--- src/rtl/hazard_scoreboard.sv ---
// Register-hazard scoreboard for the in-order pipeline, placed beside ID.
// Each architectural register has a countdown counter. The counter holds the
// number of cycles left before that register's pending result can be
// forwarded to an instruction in ID. stall_o drives the PC/IF-ID write-enable
// and the ID/EX bubble mux.
// Optional feature: define HAZARD_PERF_CNT_EN to add the stall_cnt_o
// performance counter.
module hazard_scoreboard #(
  parameter int unsigned REG_ADDR_W         = 5,
  parameter int unsigned LAT_W              = 3,
  parameter bit          ZERO_REG_HARDWIRED = 1'b1
) (
  input  logic                  clk_i,
  input  logic                  rst_i,
  input  logic                  ID_valid_i,
  input  logic [REG_ADDR_W-1:0] ID_rsAddr_i,
  input  logic [REG_ADDR_W-1:0] ID_rtAddr_i,
  input  logic                  ID_rsUsed_i,
  input  logic                  ID_rtUsed_i,
  input  logic                  ID_regWrite_i,
  input  logic [REG_ADDR_W-1:0] ID_wbAddr_i,
  input  logic [LAT_W-1:0]      ID_lat_i,
  input  logic                  flush_i,
  input  logic                  freeze_i,
  output logic                  stall_o,
  output logic                  busy_o
`ifdef HAZARD_PERF_CNT_EN
  ,
  output logic [31:0]           stall_cnt_o
`endif
);

  localparam int unsigned NumRegs = 1 << REG_ADDR_W;

  logic [LAT_W-1:0] cnt_q [NumRegs];
  logic [LAT_W-1:0] cnt_d [NumRegs];

  logic rs_haz;
  logic rt_haz;
  logic issue;

  // Counter minus one, saturating at zero.
  function automatic logic [LAT_W-1:0] dec_sat(input logic [LAT_W-1:0] v);
    return (v == '0) ? '0 : v - LAT_W'(1);
  endfunction

  // Hazard detection against the current counters, and issue qualification.
  always_comb begin
    rs_haz  = ID_rsUsed_i && (cnt_q[ID_rsAddr_i] != '0) &&
              !(ZERO_REG_HARDWIRED && (ID_rsAddr_i == '0));
    rt_haz  = ID_rtUsed_i && (cnt_q[ID_rtAddr_i] != '0) &&
              !(ZERO_REG_HARDWIRED && (ID_rtAddr_i == '0));
    stall_o = ID_valid_i && !flush_i && (rs_haz || rt_haz);
    // A self-dependent instruction is judged on the old counters above, so its
    // own write never feeds back into its stall.
    issue   = ID_valid_i && !stall_o && !flush_i && !freeze_i && ID_regWrite_i &&
              (ID_lat_i != '0) && !(ZERO_REG_HARDWIRED && (ID_wbAddr_i == '0));
  end

  // Next counter values: hold on freeze, else count down and merge a new issue.
  always_comb begin
    for (int r = 0; r < NumRegs; r++) begin
      cnt_d[r] = cnt_q[r];
      if (!freeze_i) begin
        cnt_d[r] = dec_sat(cnt_q[r]);
        // Keep the longer of the pending and new latency so a short WAW write
        // never hides an older, longer one.
        if (issue && (ID_wbAddr_i == REG_ADDR_W'(r)) && (ID_lat_i > dec_sat(cnt_q[r]))) begin
          cnt_d[r] = ID_lat_i;
        end
      end
    end
  end

  // Counter state; reset drops all pending entries immediately.
  always_ff @(posedge clk_i or negedge rst_i) begin
    if (!rst_i) begin
      for (int r = 0; r < NumRegs; r++) begin
        cnt_q[r] <= '0;
      end
    end else begin
      for (int r = 0; r < NumRegs; r++) begin
        cnt_q[r] <= cnt_d[r];
      end
    end
  end

  // Any pending write keeps the scoreboard busy.
  always_comb begin
    busy_o = 1'b0;
    for (int r = 0; r < NumRegs; r++) begin
      busy_o = busy_o | (cnt_q[r] != '0);
    end
  end

`ifdef HAZARD_PERF_CNT_EN
  logic [31:0] stall_cnt_q;

  // Count non-frozen stall cycles, saturating at all-ones.
  always_ff @(posedge clk_i or negedge rst_i) begin
    if (!rst_i) begin
      stall_cnt_q <= '0;
    end else if (stall_o && !freeze_i && (stall_cnt_q != '1)) begin
      stall_cnt_q <= stall_cnt_q + 32'd1;
    end
  end

  assign stall_cnt_o = stall_cnt_q;
`else
  // Performance counter not built.
`endif

endmodule

--- config.mk ---
export PLATFORM = sky130hd
export DESIGN_NAME = hazard_scoreboard
export DESIGN_NICKNAME = d
export VERILOG_FILES = /design/src/rtl/hazard_scoreboard.sv
export SDC_FILE = /design/constraint.sdc
export NUM_CORES = 1
export LEC_CHECK = 0
export ABC_AREA = 1
export CAP_MARGIN = 25
export CORE_AREA = 2 2 160 162
export DETAILED_ROUTE_END_ITERATION = 16
export DIE_AREA = 0 0 162 164
export PLACE_DENSITY = 0.62
export SYNTH_ARGS = -nofsm -noshare
export SYNTH_HDL_FRONTEND = slang
export SYNTH_SLANG_ARGS = --single-unit
export TNS_END_PERCENT = 1
--- constraint.sdc ---
create_clock -name clk_i -period 7 [get_ports clk_i]
set_input_delay 1.4 -clock clk_i [delete_from_list [all_inputs] [get_ports clk_i]]
set_output_delay 1.4 -clock clk_i [all_outputs]
set_load 0.01 [all_outputs]
# After elaboration in Yosys (flattened, before gate mapping)
# Cells that the tools add are included.
[word_totals]
reg_bits = 96
latch_bits = 0
ramBits = 0
mem_bits_ro = 0
memories = 0
[classes]
addsub = 32
mul = 0
div = 0
magnitude_cmp = 34
n_eq_ne = 31
shifts = 0
muxes = 70
bitwise_logic = 33
reduce_logical = 153
[ops]
columns = ["cell", "count"]
rows = [
  ["$mux W3", 68],
  ["$reduce_bool A3 Y1", 35],
  ["$gt A3 B3 Y1", 32],
  ["$logic_not A3 Y1", 32],
  ["$sub A3 B1 Y3 const B", 32],
  ["$eq A5 B5 Y1 const B", 16],
  ["$logic_and A1 B1 Y1", 76],
  ["$eq A5 B4 Y1 const B", 8],
  ["$or A1 B1 Y1", 31],
  ["$bmux W3 S5", 2],
  ["$eq A5 B3 Y1 const B", 4],
  ["$logic_not A5 Y1", 3],
  ["$ge A6 B6 Y1 const B", 2],
  ["$not A5 Y6", 2],
  ["$eq A5 B2 Y1 const B", 2],
  ["$logic_not A1 Y1", 6],
  ["$eq A5 B1 Y1 const B", 1],
  ["$logic_or A1 B1 Y1", 1],
]

# Depth between registers and ports, before layout
# Gate-level depths: netlist (run 1).
[logic_depth]
depth_word = 32
ltp_mapped = 17

# Worst setup path before layout (run 1)
# Ideal clock, no wire load.
[synth_timing]
kind = "input to register"
from = "in ID_lat_i[0]"
to = "reg cnt_q[45] (netlist bit)"
setup_ns = 0.065
arrival_time_ns = 3.856
slack_ns = 3.079
cell_stages = 8
n_path_buf = 1
path_cell_list = "inv_1 -> clkbuf_1 -> ha_1 -> a2111oi_1 -> nand4_1 -> nand2_1 -> nand3_1 -> nand2_1"
[synth_via]
elab_chain_cells = 6
[synth_lines]
columns = ["item", "line_no", "rtl"]
rows = [
  ["start, declared", "22", "input logic [LAT_W-1:0] ID_lat_i,"],
  ["branches (longest 5 deep; another with $gt A3 B3 Y1)", "-", ""],
  ["$mux W3 (*)", "68", "if (issue && (ID_wbAddr_i == REG_ADDR_W'(r)) && (ID_lat_i > dec_sat(cnt_q[r]))) begin"],
  ["end signal, assigned by index", "83", "cnt_q[r] <= cnt_d[r];"],
  ["end, declared", "35", "logic [LAT_W-1:0] cnt_q [NumRegs];"],
]
# Mark *: on every way between the ends.
# A chain may end at the register's enable or synchronous reset.

# Final worst setup path (run 1)
[layout_timing]
from = "in ID_rtAddr_i[1]"
to = "out stall_o"
[layout_via]
elab_chain_cells = 9
[layout_lines]
columns = ["item", "line_no", "rtl"]
rows = [
  ["start, declared", "17", "input logic [REG_ADDR_W-1:0] ID_rtAddr_i,"],
  ["$not A5 Y6 (not written as such)", "51", "rt_haz = ID_rtUsed_i && (cnt_q[ID_rtAddr_i] != '0) &&"],
  ["$bmux W3 S5", "51", ""],
  ["$mux W3 (not written as such) (2 in a row)", "51", ""],
  ["$reduce_bool A3 Y1", "51", ""],
  ["$logic_and A1 B1 Y1", "51", ""],
  ["$logic_and A1 B1 Y1 (*)", "51", ""],
  ["$logic_or A1 B1 Y1 (*)", "53", "stall_o = ID_valid_i && !flush_i && (rs_haz || rt_haz);"],
  ["$logic_and A1 B1 Y1 (*)", "53", ""],
  ["end, declared", "25", "output logic stall_o,"],
]
# Mark *: on every way between the ends. The rest lies on a longest branch, timed or not. The select of a mux whose other input is x is not followed.

==> flow_metrics.env, run 1 <==
export IMPL_cap_violations=0
export IMPL_skew_ps=10.4
export IMPL_grt_pass1_vias=9223
export IMPL_rows=58
export IMPL_via_per_inst=5.45
export IMPL_antenna_left=0
export IMPL_drtPass1Iterations=5
export IMPL_leakagePower_nw=5.98
export IMPL_finalCritPeriodShare_pct=77.0
export IMPL_num_nets_final=1629
export IMPL_clkTransAtPathRegs_ps=70
export IMPL_synth_area_leader_cell="dfrtp_1"
export IMPL_cp_max_fo=14
export IMPL_drive_gt1_share_pct=3.38
export IMPL_clkLatencyLatePin_ps=360
export IMPL_slew_viol_final=0
export IMPL_fin_util_pct=42.5
export IMPL_synth_compound_area_share_pct=7.32
export IMPL_gp_congestion=0.938
export IMPL_route_vias_total=9687
export IMPL_synth_cell_types=26
export IMPL_dieArea_um2=26600
export IMPL_critPathRequiredTime_ps=5600
export IMPL_finalSetupViolations=0
export IMPL_portBuffers=27
export IMPL_core_area_um2=24800
export IMPL_timing_setup_tns_ps=0
export IMPL_start_util_pct=39.4
export IMPL_worstMarginPinSlew_ps=971
export IMPL_largest_register_ffs=96
export IMPL_rsz0062_at_grt="false"
export IMPL_ios=28
export IMPL_synthMuxAreaShare_pct=0
export IMPL_place_inst=1763
export IMPL_n_fill_cell=2684
export IMPL_ys_ff_latch=96
export IMPL_synth_fa_ha_area_share_pct=20.1
export IMPL_top_register="cnt_q"
export IMPL_largestRegisters="cnt_q (96)"
export IMPL_synthCells=1454
export IMPL_critPathArrivalTime_ps=3990
export IMPL_synthToLayoutAreaGrowth_pct=8.04
export IMPL_cts_resized=0
export IMPL_outcome="finished clean"
export IMPL_die_x_um=162
export IMPL_cts_setup_buffers=0
export IMPL_grtUsageTotal_pct=23.3
export IMPL_antenna_found_initial=0
export IMPL_clk_path_buf_depth=2
export IMPL_hold_path_class="reg2reg"
export IMPL_synthDominantCellAreaShare_pct=24.6
export IMPL_relSlewSlack_pct=35.3
export IMPL_stdcell_count=1779
export IMPL_worstSetupPathType="in2out"
export IMPL_cts_sinks=96
export IMPL_syn_nets=1637
export IMPL_start_kind="input port"
export IMPL_final_hold_violation_count=0
export IMPL_cts_tree="built"
export IMPL_ctsHoldBuffers=0
export IMPL_drt_iter0_drc=848
export IMPL_dp_hpwl_um=19800
export IMPL_cts_max_level=3
export IMPL_clockRootBuffer="clkbuf_16"
export IMPL_drc=0
export IMPL_wl_per_cell_um=16.9
export IMPL_numCtsBuffers=9
export IMPL_synth_seq_area_share_pct=24.6
export IMPL_fmax_mhz=185
export IMPL_wirelength_um=30200
export IMPL_fin_crit_ps=5390
export IMPL_die_h_um=164
export IMPL_syn_cell_area_um2=9770
export IMPL_multi_input_area_um2=6470
export IMPL_vdd_ir_drop_max_mv=0.115
export IMPL_p_per_area_nw_per_um2=202
export IMPL_synth_top_family_by_area="simple AND/OR/NAND/NOR gates"
export IMPL_grt_max_degree=95
export IMPL_yosys_area_share_simple_pct=38.7
export IMPL_yosys_top_cells_area="dfrtp_1 25%, ha_1 20%, nand2_1 16%"
export IMPL_register_area_um2=2400
export IMPL_grt_overflow=0
export IMPL_cp_end_kind="primary output"
export IMPL_antenna_cells=0
export IMPL_power_mw=2.13
export IMPL_postSynthAreaPerCell_um2=6.72
export IMPL_yosys_warnings=0
export IMPL_synthXorXnorAreaFrac_pct=0
export IMPL_grt_first_pass_wirelength_um=48700
==> worst max-delay path, cell delays in order <==
cell and delay [ps]:
clkdlybuf4s50_1 840, inv_2 240, nor2_1 140, a21oi_1 80, nand2_1 80, nand2_1 40
nor2_1 100, nor2_1 40, nand2_1 70, nand3_2 80, nand2_2 150, and3_1 170
clkdlybuf4s50_1 530
==> synth_stat cells <==
cell and number:
buf_1 15, and3_1 1, a21oi_1 39, inv_1 148
buf_2 15, nor2_1 138, nand2_2 1, nand3_2 2
nand3_1 269, a211oi_1 27, clkbuf_1 18, nand4_1 40
buf_4 4, nor3_1 2, dfrtp_1 96, nor2_4 1
a2111oi_1 1, nand2_1 422, nor2_2 3, buf_6 8
ha_1 157, nor4_1 2, inv_2 8, a311oi_1 30
o21bai_1 4, o21ai_0 3
==> placed cells by master, fill, tap and decap left out, drive strengths merged <==
cell type / Yosys / final
clkbuf: 18 / 11
bufinv: 0 / 1
ha: 157 / 157
o21ai: 3 / 3
nor2: 142 / 142
nand2: 423 / 423
a21oi: 39 / 39
dfrtp: 96 / 96
a211oi: 27 / 27
nor3: 2 / 2
a311oi: 30 / 30
buf: 42 / 18
and3: 1 / 1
clkinv: 0 / 3
clkdlybuf4s50: 0 / 23
nor4: 2 / 2
nand4: 40 / 40
o21bai: 4 / 4
inv: 156 / 155
a2111oi: 1 / 1
nand3: 271 / 271
==> final cells by class <==
type	count	share of cell area [%]
Sequential cell	96	22.8
Timing Repair Buffer	41	3.79
Tap cell	330	3.91
Multi-Input combinational cell	1142	61.3
Inverter	156	5.55
Clock inverter	3	0.415
Clock buffer	11	2.30
==> kinds of logic (layout without fill, tap and decap cells) <==
logic type | Yosys count | in the layout
compound gates | 104 | 104
flops | 96 | 96
simple gates | 881 | 881
buf+inv | 216 | 211
fa+ha+maj | 157 | 157
==> where the power goes <==
part           switching (mW)  internal, mW
registers              0.0783         0.623
clock network           0.236         0.284
logic                   0.612         0.297
total                   0.926          1.20
==> path summary, 6_finish.rpt <==
check                          startpoint         to  slack, ps  cells after the start
max                        ID_rtAddr_i[1]    stall_o       1610                     13
min                             cnt_q[40]  cnt_q[40]        510                      2
max reg2reg                     cnt_q[78]  cnt_q[84]       3820                     15
min reg2reg                     cnt_q[40]  cnt_q[40]        510                      2
max in group asynchronous           rst_i  cnt_q[77]       4730                      2
min in group asynchronous           rst_i   cnt_q[6]        990                      1
==> per-layer routing <==
metal | up-vias | share of wire [%] | track usage [%]
met5 | - | 0 | 0
li1 | 4810 | - | -
met2 | 305 | 45 | 38.1
met4 | 0 | 2.4 | 7.48
met3 | 46 | 6.0 | 3.01
met1 | 4526 | 46 | 32.0
==> metrics by stage <==
step                worst slack, ps  area [um^2]  hold WS (ps)
finish                         1610        10600           508
global route                   1460        10600           524
CTS                            1630        10500           508
detailed placement             1640        10200           490
global placement               1690        10200           483
floorplan                      3080         9770           469
Note: power is estimated with default switching activity, not from simulation.
==> run 2, diff against run 1 <==
==> constraint.sdc (replaced) <==
create_clock -name clk_i -period 5.4 [get_ports clk_i]
set_input_delay 1.08 -clock clk_i [delete_from_list [all_inputs] [get_ports clk_i]]
set_output_delay 1.08 -clock clk_i [all_outputs]
set_load 0.01 [all_outputs]
==> flow_metrics.env, run 2 (synthesized netlist as in run 1, its figures left out) <==
export IMPL_drtPass1Iterations=5
export IMPL_route_vias_total=9749
export IMPL_reg2regPathDepth=12
export IMPL_largestRegisters="cnt_q (96)"
export IMPL_via_per_inst=5.46
export IMPL_worstSetupPathType="in2out"
export IMPL_stdcell_area_um2=10600
export IMPL_gp_congestion=0.895
export IMPL_start_util_pct=39.4
export IMPL_p_per_area_nw_per_um2=263
export IMPL_grtUsageTotal_pct=23.1
export IMPL_wl_per_cell_um=16.8
export IMPL_fin_util_pct=42.8
export IMPL_vdd_ir_drop_max_mv=0.164
export IMPL_critPathRequiredTime_ps=4320
export IMPL_portBuffers=27
export IMPL_ios=28
export IMPL_clkTransAtPathRegs_ps=70
export IMPL_cp_end_kind="primary output"
export IMPL_slew_viol_final=0
export IMPL_fin_crit_ps=4790
export IMPL_timing_setup_tns_ps=0
export IMPL_cp_max_fo=14
export IMPL_cts_tree="built"
export IMPL_outcome="finished clean"
export IMPL_numCtsBuffers=9
export IMPL_clockRootBuffer="clkbuf_16"
export IMPL_cts_max_level=3
export IMPL_regToRegStartpoint="cnt_q[46]"
export IMPL_top_register="cnt_q"
export IMPL_finalSetupViolations=0
export IMPL_dieArea_um2=26600
export IMPL_worstMarginPinSlew_ps=978
export IMPL_ctsHoldBuffers=0
export IMPL_critPathArrivalTime_ps=3710
export IMPL_r2r_slack_ps=2600
export IMPL_cts_resized=0
export IMPL_drt_iter0_drc=804
export IMPL_relSlewSlack_pct=34.5
export IMPL_wirelength_um=29900
export IMPL_hp_start="cnt_q[4]"
export IMPL_grt_max_degree=95
export IMPL_drive_gt1_share_pct=3.71
export IMPL_hold_end="cnt_q[4]"
export IMPL_antenna_cells=0
export IMPL_dp_hpwl_um=20300
export IMPL_cts_setup_buffers=0
export IMPL_finalCritPeriodShare_pct=88.6
export IMPL_grt_first_pass_wirelength_um=48800
export IMPL_clkLatencyLatePin_ps=370
export IMPL_fmax_mhz=209
export IMPL_final_cell_mix="422 x nand2_1, 269 x nand3_1, 157 x ha_1, 145 x inv_1, 138 x nor2_1"
export IMPL_leakagePower_nw=6.00
export IMPL_cts_sinks=96
export IMPL_cap_violations=0
export IMPL_rows=58
export IMPL_die_x_um=162
export IMPL_num_nets_final=1632
export IMPL_min_path_cells=2
export IMPL_antenna_left=0
export IMPL_die_h_um=164
export IMPL_final_hold_violation_count=0
export IMPL_start_kind="input port"
export IMPL_clk_path_buf_depth=2
export IMPL_largest_register_ffs=96
export IMPL_grt_overflow=0
export IMPL_antenna_found_initial=0
export IMPL_place_inst=1766
export IMPL_hold_path_class="reg2reg"
export IMPL_fin_ws_ps=615
export IMPL_rsz0062_at_grt="false"
export IMPL_drc=0
export IMPL_core_area_um2=24800
export IMPL_skew_ps=10.3
export IMPL_synthToLayoutAreaGrowth_pct=8.64
export IMPL_pre_cts_slack_ps=653
export IMPL_stdcell_count=1784
export IMPL_r2r_end="cnt_q[45]"
export IMPL_place_area_um2=10200
export IMPL_mostFrequentLayoutCell="nand2_1"
export IMPL_grt_pass1_vias=9367
-- run 2: layout make-up --
cell class,instances,area (um^2)
clock inverter,4,51.3
multi-input combinational,1142,6470
tap,330,413
sequential,96,2400
fill,2663,14200
timing repair buffer,44,428
inverter,156,586
clock buffer,12,267
-- run 2: metal layers --
metal / vias up / global-route usage, % / routed length (um)
met3: 55 / 3.56 / 1620
met4: 0 / 7.44 / 801
met1: 4605 / 30.7 / 13700
li1: 4830 / - / -
met2: 259 / 38.7 / 13800
met5: - / 0 / 0
-- run 2: power by group --
part / internal (mW) / leakage (nW) / switching (mW)
clock network: 0.398 / 0.155 / 0.315
registers: 0.808 / 1.33 / 0.102
logic: 0.387 / 4.51 / 0.784
-- run 2: worst max-delay path by stage --
stage / cells after the start / slack (ps) / start / end
after CTS: 13 / 650 / ID_rtAddr_i[1] / stall_o
final: 13 / 610 / ID_rtAddr_i[1] / stall_o
after global routing: 13 / 500 / ID_rtAddr_i[1] / stall_o
after global placement: 13 / 650 / ID_rtAddr_i[1] / stall_o
after floorplan: 8 / 1800 / ID_lat_i[0] / cnt_q[45]
after detailed placement: 13 / 650 / ID_rtAddr_i[1] / stall_o
-- run 2: critical path, cell delays in order --
cell and delay [ps]:
clkdlybuf4s50_1 850, inv_2 250, nor2_1 140, a21oi_1 80, nand2_1 80, nand2_1 50, nor2_1 90, nor2_1 40
nand2_1 70, nand3_2 110, nand2_2 160, and3_1 160, clkdlybuf4s50_1 540
-- run 2: stage by stage --
| stage | hold WS [ps] | power, mW |
|---|---|---|
| floorplan | 469 | 1.67 |
| global placement | 486 | 2.05 |
| detailed placement | 490 | 2.08 |
| CTS | 508 | 2.80 |
| global route | 526 | 3.01 |
| finish | 508 | 2.79 |
